## src/rtl/div_issue_ctrl.sv

```systemverilog
// EXE-stage issue/fix-up controller for the iterative unsigned divider (RV32M DIV/DIVU/REM/REMU).
// Optional macro DIV_FAST_PATH_EN: zero dividend or zero divisor complete locally without the divider.
module div_issue_ctrl #(
    parameter int unsigned XLEN = 32
) (
    input  logic            clk_in,
    input  logic            reset_in,
    input  logic            valid_in,
    input  logic [1:0]      op_in,
    input  logic [XLEN-1:0] rs1_in,
    input  logic [XLEN-1:0] rs2_in,
    input  logic            flush_in,
    output logic            busy_out,
    output logic            done_out,
    output logic [XLEN-1:0] result_out,
    output logic            div_req_out,
    output logic            div_is_q_out,
    output logic [XLEN-1:0] div_dividend_out,
    output logic [XLEN-1:0] div_divitor_out,
    input  logic            div_ready_in,
    input  logic [XLEN-1:0] div_result_in
);

    localparam logic [1:0] S_IDLE = 2'd0;
    localparam logic [1:0] S_WAIT = 2'd1;
    localparam logic [1:0] S_FIX  = 2'd2;

    localparam logic [XLEN-1:0] ONE = XLEN'(1);

    logic [1:0]      r_state;
    logic            r_signed;
    logic            r_neg_a;
    logic            r_neg_b;
    logic            r_b_zero;
    logic [XLEN-1:0] r_raw;

    logic            w_signed;
    logic            w_neg_a;
    logic            w_neg_b;
    logic            w_b_zero;
    logic [XLEN-1:0] w_mag_a;
    logic [XLEN-1:0] w_mag_b;
    logic            w_accept;
    logic            w_neg_res;
    logic [XLEN-1:0] w_result;

    // funct3[0]==0 selects the signed variants (DIV, REM)
    assign w_signed = ~op_in[0];
    assign w_neg_a  = w_signed & rs1_in[XLEN-1];
    assign w_neg_b  = w_signed & rs2_in[XLEN-1];
    assign w_b_zero = (rs2_in == '0);
    assign w_mag_a  = w_neg_a ? (~rs1_in + ONE) : rs1_in;
    assign w_mag_b  = w_neg_b ? (~rs2_in + ONE) : rs2_in;

    // The done cycle already sits in S_IDLE, so it is excluded from accepting explicitly
    assign w_accept = (r_state == S_IDLE) & valid_in & ~flush_in & ~done_out;

    assign w_neg_res = div_is_q_out ? (r_signed & (r_neg_a ^ r_neg_b) & ~r_b_zero)
                                    : (r_signed & r_neg_a);
    assign w_result  = w_neg_res ? (~r_raw + ONE) : r_raw;

`ifdef DIV_FAST_PATH_EN
    logic w_a_zero;
    assign w_a_zero = (rs1_in == '0);
`endif

    always_ff @(posedge clk_in or posedge reset_in) begin
        if (reset_in) begin
            r_state          <= S_IDLE;
            r_signed         <= 1'b0;
            r_neg_a          <= 1'b0;
            r_neg_b          <= 1'b0;
            r_b_zero         <= 1'b0;
            r_raw            <= '0;
            busy_out         <= 1'b0;
            done_out         <= 1'b0;
            result_out       <= '0;
            div_req_out      <= 1'b0;
            div_is_q_out     <= 1'b0;
            div_dividend_out <= '0;
            div_divitor_out  <= '0;
        end else begin
            done_out <= 1'b0;
            if (flush_in) begin
                r_state     <= S_IDLE;
                div_req_out <= 1'b0;
                busy_out    <= 1'b0;
            end else begin
                case (r_state)
                    S_IDLE: begin
                        if (w_accept) begin
                            r_signed         <= w_signed;
                            r_neg_a          <= w_neg_a;
                            r_neg_b          <= w_neg_b;
                            r_b_zero         <= w_b_zero;
                            div_is_q_out     <= ~op_in[1];
                            div_dividend_out <= w_mag_a;
                            div_divitor_out  <= w_mag_b;
                            busy_out         <= 1'b1;
`ifdef DIV_FAST_PATH_EN
                            // Raw unsigned result as the divider would return it
                            if (w_b_zero | w_a_zero) begin
                                r_raw   <= w_b_zero ? (op_in[1] ? w_mag_a : '1) : '0;
                                r_state <= S_FIX;
                            end else begin
                                div_req_out <= 1'b1;
                                r_state     <= S_WAIT;
                            end
`else
                            div_req_out <= 1'b1;
                            r_state     <= S_WAIT;
`endif
                        end
                    end
                    S_WAIT: begin
                        if (div_ready_in) begin
                            r_raw       <= div_result_in;
                            div_req_out <= 1'b0;
                            r_state     <= S_FIX;
                        end
                    end
                    S_FIX: begin
                        result_out <= w_result;
                        done_out   <= 1'b1;
                        busy_out   <= 1'b0;
                        r_state    <= S_IDLE;
                    end
                    default: r_state <= S_IDLE;
                endcase
            end
        end
    end

endmodule

```

## config.mk

```make
export PLATFORM = sky130hd
export DESIGN_NAME = div_issue_ctrl
export DESIGN_NICKNAME = d
export VERILOG_FILES = /design/src/rtl/div_issue_ctrl.sv
export SDC_FILE = /design/constraint.sdc
export NUM_CORES = 1
export LEC_CHECK = 0
export CORE_ASPECT_RATIO = 1.5
export CORE_MARGIN = 3
export CORE_UTILIZATION = 35
export DETAILED_ROUTE_END_ITERATION = 6
export MAX_ROUTING_LAYER = met4
export PLACE_DENSITY = 0.59
export SYNTH_ARGS = -nofsm -noshare
export SYNTH_HDL_FRONTEND = slang
export SYNTH_SLANG_ARGS = --single-unit
```

## constraint.sdc

```tcl
create_clock -name clk_in -period 5.85 [get_ports clk_in]
set_clock_uncertainty 0.15 [all_clocks]
set_input_delay 0.8775 -clock clk_in [delete_from_list [all_inputs] [get_ports clk_in]]
set_output_delay 0.8775 -clock clk_in [all_outputs]
set_load 0.05 [all_outputs]
```

# ---- Word level (Yosys, flattened, before mapping)
# Cells that the tools add are included.
dict set report classes {
  addsub 3
  multipliers 0
  div 0
  magnitude_cmp 0
  n_eq_ne 4
  shift 0
  mux 16
  n_bitwise 17
  n_reduce_logical 10
}
# op n
set op_table {}
lappend op_table {{adder 32 x 1 -> 32 bit (second input constant)} 3}
lappend op_table {{two-way mux 32 bit} 3}
lappend op_table {{inverter 32 bit} 3}
lappend op_table {{zero test 32 bit} 1}
lappend op_table {{AND reduction 3 bit} 3}
lappend op_table {{bitwise AND 1 bit} 8}
lappend op_table {{two-way mux 1 bit} 7}
lappend op_table {{two-way mux 2 bit} 3}
lappend op_table {{!= test 3 bit (second input constant)} 2}
lappend op_table {{AND reduction 2 bit} 3}
lappend op_table {{nonzero test 3 bit} 2}
lappend op_table {{inverter 1 bit} 5}
lappend op_table {{case mux 1 bit (2 select lines)} 2}
lappend op_table {{case mux 2 bit (2 select lines)} 1}
lappend op_table {{equality test 2 x 1 -> 1 bit (second input constant)} 1}
lappend op_table {{equality test 2 bit (second input constant)} 1}
lappend op_table {{zero test 2 bit} 1}
lappend op_table {{XOR 1 bit} 1}
dict set report totals {
  regBits 138
  latchBits 0
  ram_bits 0
  romBits 0
  output_inout_bits 100
  wordCells 63
  mem_count 0
}

# ---- Longest topological paths before layout
# Gate-level depths: netlist of run 1.
dict set report depth {
  word_depth 7
  depth_mapped 8
}

# ---- Worst setup path after synthesis of run 1
# Ideal clock, no wire load.
dict set report synth_timing {
  kind {in2reg}
  from {input rs1_in[0]}
  to {register div_dividend_out[20]}
  setup_time_ps 133
  arrival_ps 2541
  required_ps 5567
  slack_ps 3026
  path_stages 7
  path_buffers 0
  cell_sequence {inv_1 -> ha_1 -> or3b_2 -> nand4b_1 -> o41ai_2 -> xor2_1 -> o21ai_0}
}
dict set report synth_via {
  elab_chain_len 3
}
# element line_no
set synth_rtl {}
lappend synth_rtl {{start, declared} 10} ;# input logic [XLEN-1:0] rs1_in,
lappend synth_rtl {{inverter 32 bit} 52} ;# assign w_mag_a = w_neg_a ? (~rs1_in + ONE) : rs1_in;
lappend synth_rtl {{adder 32 x 1 -> 32 bit} 52}
lappend synth_rtl {{two-way mux 32 bit} 52}
lappend synth_rtl {{end signal, assigned} 97} ;# div_dividend_out <= w_mag_a;
lappend synth_rtl {{end, declared} 18} ;# output logic [XLEN-1:0] div_dividend_out,
# No other way between the ends.
# A chain may end at the register's enable or synchronous reset.

# ---- Final worst setup path of run 1
dict set report layout_timing {
  from {input flush_in}
  to {register result_out[30]}
}
dict set report layout_via {
  elab_chain_len 2
}
# element line_no
set layout_rtl {}
lappend layout_rtl {{start, declared} 12} ;# input logic flush_in,
lappend layout_rtl {{inverter 1 bit (no source line)} n/a}
lappend layout_rtl {{AND reduction 2 bit (no source line)} n/a}
lappend layout_rtl {{end signal, assigned} 123} ;# result_out <= w_result;
lappend layout_rtl {{end, declared} 15} ;# output logic [XLEN-1:0] result_out,
# No other way between the ends.

==> results of run 1 <==
[cell type report]
cell class                      instances  share of cell area
Clock inverter                         12              0.0138
Inverter                               10             0.00418
Timing Repair Buffer                  206               0.201
Tap cell                              264              0.0324
Sequential cell                       138               0.339
Clock buffer                           20              0.0448
Multi-Input combinational cell        579               0.364
[state kept, by name, indices dropped and copies added (netlist names)]
register / count
div_dividend_out: 32
div_divitor_out: 32
r_raw: 32
result_out: 32
r_state: 2
busy_out: 1
div_is_q_out: 1
div_req_out: 1
done_out: 1
r_b_zero: 1
r_neg_a: 1
r_neg_b: 1
r_signed: 1
[critical path, cell delays in order]
cell and delay, ns:
clkdlybuf4s50_1 0.47, nand2b_2 0.67, inv_1 0.73, nand3_1 0.33
or3_1 0.46, o211ai_1 0.09
[worst paths after layout]
path                                        end  slack [ns]  cells past startpoint
max                              result_out[30]        2.37                      6
min in group asynchronous    div_divitor_out[3]        0.87                      2
max in group asynchronous   div_divitor_out[24]        3.49                      3
min                        div_dividend_out[27]        0.32                      2
max reg2reg                      result_out[30]        2.82                      6
min reg2reg                div_dividend_out[27]        0.32                      2
[layer usage]
layer	wire length, µm	vias to the layer above	GRT usage
li1	-	3189	-
met1	8630	3077	0.219
met2	10500	184	0.315
met3	1060	29	0.0410
met4	484	0	0.0698
met5	0	-	-
[cells in the final DEF (no fill, tap or decap), types with 4 or more instances in the layout]
cell type,count
clkdlybuf4s50_1,202
dfrtp_1,138
nand2_1,107
o21ai_0,93
xor2_1,50
nor2_1,39
mux2_2,31
xnor2_1,21
nor3_1,19
clkbuf_16,17
a21oi_1,16
nand4_1,16
or4_1,15
or3_1,14
nor4_1,14
o311ai_0,14
o211ai_1,13
nand3_1,12
inv_1,9
o31ai_1,9
o41ai_1,8
a31oi_1,8
a211oi_1,6
nand4b_1,5
nor2b_1,4
a21o_1,4
a211o_1,4
inv_6,4
and3_1,4
or2_2,4
buf_4,4
[stage by stage]
stage / hold slack [ns] / instance area, µm² / power, mW / setup slack [ns] / std cells
6_report: 0.324 / 10200 / 4.04 / 2.37 / 1229
3_3_place_gp: 0.311 / 9590 / 2.97 / 1.99 / 1197
2_1_floorplan: 0.305 / 7360 / 2.38 / 1.13 / 772
5_1_grt: 0.352 / 10200 / 4.25 / 2.08 / 1229
4_1_cts: 0.332 / 10200 / 4.09 / 2.36 / 1229
3_5_place_dp: 0.319 / 9590 / 2.99 / 1.92 / 1197
[where the power goes]
group,switching [mW],internal [mW]
clock network,0.434,0.656
registers,0.212,1.20
logic,0.982,0.560
[cells by family after synthesis]
family	count (synthesis)	synth area share
compound gates	187	0.159
xor+xnor	71	0.0845
fa+ha+maj	3	0.00510
buf+inv	55	0.0281
flops	138	0.469
mux	34	0.0522
simple gates	284	0.202
==> results.ini, run 1 <==
[status]
outcome=finished, final reports clean

[clock_tree]
clk_pin_slew_worst_paths_ns=0.06
cts_root_buf=clkbuf_16
cts.sinks=138
postCtsHoldBufs=0
cts_tree=done
cts_setup_buffers=0
clock_path_buffers=2
cts_made_buffers=17
cts_resized=0
clk_latency_ns=0.42
htreeDepth=4

[final_layout]
n_antenna_cell=0
final-seq-area_um2=3450
fin_util=0.497
areaGrowthSynthToFinish_pct=38.4
drive_gt1_frac=0.0891
fin_nets=1058
multi_input_area_um2=3710
fillerInstances=1975

[yosys]
synth_top_area_share=0.469
synthCells=772
synth_edf_count=0
syn-num-nets=878
synth_area_um2=7360
ys_seq_area_frac=0.469
synth.most_common_cell=dfrtp_1
synth_common_cells=138 x dfrtp_1, 108 x nand2_1, 93 x o21ai_0, 50 x xor2_1, 41 x clkbuf_1
yosysWarnings=0
synth.area.top_cells=dfrtp_1 47%, o21ai_0 6.3%, xor2_1 6.0%
syn_avg_cell_area_um2=9.53
synth_cell_types=55
synthFlopType=dfrtp_1
ys_async_sr_fraction=1.00
synth-seq-cells=138
synth_top_cell_by_area=dfrtp_1

[drt]
viasPerCell=5.27
dr_total_vias=6479
drc=0
ant_nets=0
wl_um=20700
firstDrtPassIters=4
drt_iter0_markers=317
wl_per_cell_um=16.8

[sta]
fin_crit_sh=0.594
layout_min_cycle_time_ns=3.48
setup_tns_ns=0
slew_violations=0
finalSetupViolCount=0
worst_pin_slew_ns=1.13
rsz0062_at_grt=false
relSlewSlack=0.243
max_freq_mhz=288
hold_viol=0

[floorplan]
initial_core_util=0.359
die_h_um=184
core-area_um2=20500
die_w_um=124
row_count=64
ios=203
die-area_um2=22800

[setup_path]
worst_ep_arrival_time_ns=3.66
crit_path_start=flush_in
critPathKind=input pin to flop
r2r-start=r_state[1]
cp_max_fo=57
cp-end-kind=flop
worstPathRequired_ns=6.03
startpoint_type=input pin

[global_routing]
grt_max_degree=130
antenna_found_initial=0
grtUsageTotal=0.187
grt_pass1_wl_um=33600
grt_pass1_vias=6409
grt_overflow=0

[min_path]
hold_class=flop to flop
min-delay-start=div_dividend_out[27]

[place]
place_congestion=0.801
io_buffers=202
hpwl_um=15000

[power_and_ir_drop]
power_density_nw_per_um2=397
vdd_drop_max_mv=0.178
p_leak_nw=4.00

[run]
cap_viol_max_count=0

Note: power is estimated with default switching activity, not from simulation.
==> run 2, diff against run 1 <==
==> constraint.sdc (replaced) <==
create_clock -name clk_in -period 3.4 [get_ports clk_in]
set_clock_uncertainty 0.15 [all_clocks]
set_input_delay 0.51 -clock clk_in [delete_from_list [all_inputs] [get_ports clk_in]]
set_output_delay 0.51 -clock clk_in [all_outputs]
set_load 0.05 [all_outputs]
==> results.ini, run 2 (synthesis results as in run 1) <==
[status]
outcome=finished, final reports clean

[place]
place_congestion=0.838
hpwl_um=15100
dp_slack_ns=0.204
place_inst=1212
io_buffers=202
place_area_um2=9710

[clock_tree]
cts_setup_buffers=0
clk_pin_slew_worst_paths_ns=0.06
clk_latency_ns=0.42
clock_path_buffers=2
cts_made_buffers=17
cts.sinks=138
cts_root_buf=clkbuf_16
postCtsHoldBufs=0
cts_resized=0
htreeDepth=4
cts_tree=done

[final_layout]
areaGrowthSynthToFinish_pct=40.6
fin_cells=1244
drive_gt1_frac=0.102
design_area_um2=10300
final_cell_mix=202 x clkdlybuf4s50_1, 138 x dfrtp_1, 107 x nand2_1
fin_nets=1073
fin_util=0.505
layout_commonest_cell=clkdlybuf4s50_1

[drt]
dr_total_vias=6390
firstDrtPassIters=4
wl_um=20600
viasPerCell=5.14
ant_nets=0
wl_per_cell_um=16.6
drc=0
drt_iter0_markers=325

[floorplan]
core-area_um2=20500
ios=203
die-area_um2=22800
row_count=64
die_w_um=124
initial_core_util=0.359
die_h_um=184

[sta]
layout_min_cycle_time_ns=2.76
rsz0062_at_grt=false
slew_violations=0
fin_crit_sh=0.813
setup_tns_ns=0
relSlewSlack=0.423
max_freq_mhz=362
setup_ws_ns=0.637
worst_pin_slew_ns=0.866
hold_viol=0
finalSetupViolCount=0

[setup_path]
worstPathRequired_ns=3.54
worst_ep_arrival_time_ns=2.90
r2r-start=r_raw[5]
startpoint_type=input pin
timing.rr.end=result_out[18]
reg2reg_depth=5
cp-end-kind=flop
crit_end=div_dividend_out[20]
cp_cell_sequence=clkdlybuf4s50_1 > inv_1 > ha_1 > or3b_2 > nand4b_1 > o41ai_2 > xor2_1 > o21ai_0
cp_slowest_cell=o41ai_2
max_stage_delay_ns=0.54
crit_path_start=rs1_in[1]
cp_max_fo=6
critPathKind=input pin to flop
ff2ff_setup_slack_ns=0.90

[global_routing]
met2_usage=0.325
grtUsageMet3=0.0485
grt_overflow=0
grt_busiest_layer=met2
grt_max_degree=139
antenna_found_initial=1
grt_pass1_vias=6554
globalRouteMet1Util=0.207
grt_pass1_wl_um=33500
grtUsageTotal=0.186

[power_and_ir_drop]
power_density_nw_per_um2=685
switchingPower_mw=2.76
power_frac_comb=0.377
swShare=0.390
vdd_drop_max_mv=0.384
power_frac_clock=0.283
p_leak_nw=4.10
pwr-share-seq=0.340
p_int_mw=4.32

[min_path]
hold_class=flop to flop

[run]
cap_viol_max_count=0

run 2: worst min-delay path by stage:
stage / startpoint / end / slack, ns / cells after the start
global placement: div_divitor_out[1] / div_divitor_out[1] / 0.31 / 2
CTS: result_out[18] / result_out[18] / 0.33 / 2
global route: result_out[17] / result_out[17] / 0.35 / 2
detailed placement: div_divitor_out[13] / div_divitor_out[13] / 0.32 / 2
finish: result_out[22] / result_out[22] / 0.32 / 2
floorplan: r_neg_b / r_neg_b / 0.31 / 2
run 2: per-stage QoR:
stage / hold slack, ns / total power [mW]
6_report: 0.324 / 7.09
5_1_grt: 0.348 / 7.46
4_1_cts: 0.333 / 7.18
3_5_place_dp: 0.319 / 5.14
3_3_place_gp: 0.311 / 5.12
2_1_floorplan: 0.305 / 4.10
run 2: power groups by stage:
stage | Combinational (mW) | Clock (mW) | Sequential [mW]
after global routing | 2.85 | 2.13 | 2.48
final | 2.67 | 2.01 | 2.41
after global placement | 2.69 | 0 | 2.43
after CTS | 2.71 | 2.06 | 2.42
after floorplan | 0.681 | 0 | 3.42
after detailed placement | 2.70 | 0 | 2.44
run 2: cell type report:
cell class / count / area [µm²]
multi-input cells: 579 / 3710
fillers: 1952 / 10100
well taps: 264 / 330
repair buffers: 221 / 2180
clock buffers: 21 / 470
clock inverters: 10 / 165
flip-flops and latches: 138 / 3450
inverters: 10 / 41.3
diodes: 1 / 2.50
run 2: per-layer routing:
layer	part of all wire	wire, µm
met5	0	0
met4	0.017	351
met3	0.048	979
met2	0.53	10800
met1	0.41	8440
run 2: worst max-delay path: cells and delay by family:
kind                       cells  cell delay [ns]
and+or+nand+nor                2             0.90
AOI/OAI and AO/OA              2             0.62
xor gates and xnor gates       1             0.17
adders and majority gates      1             0.15
buffers and inverters          2             0.55
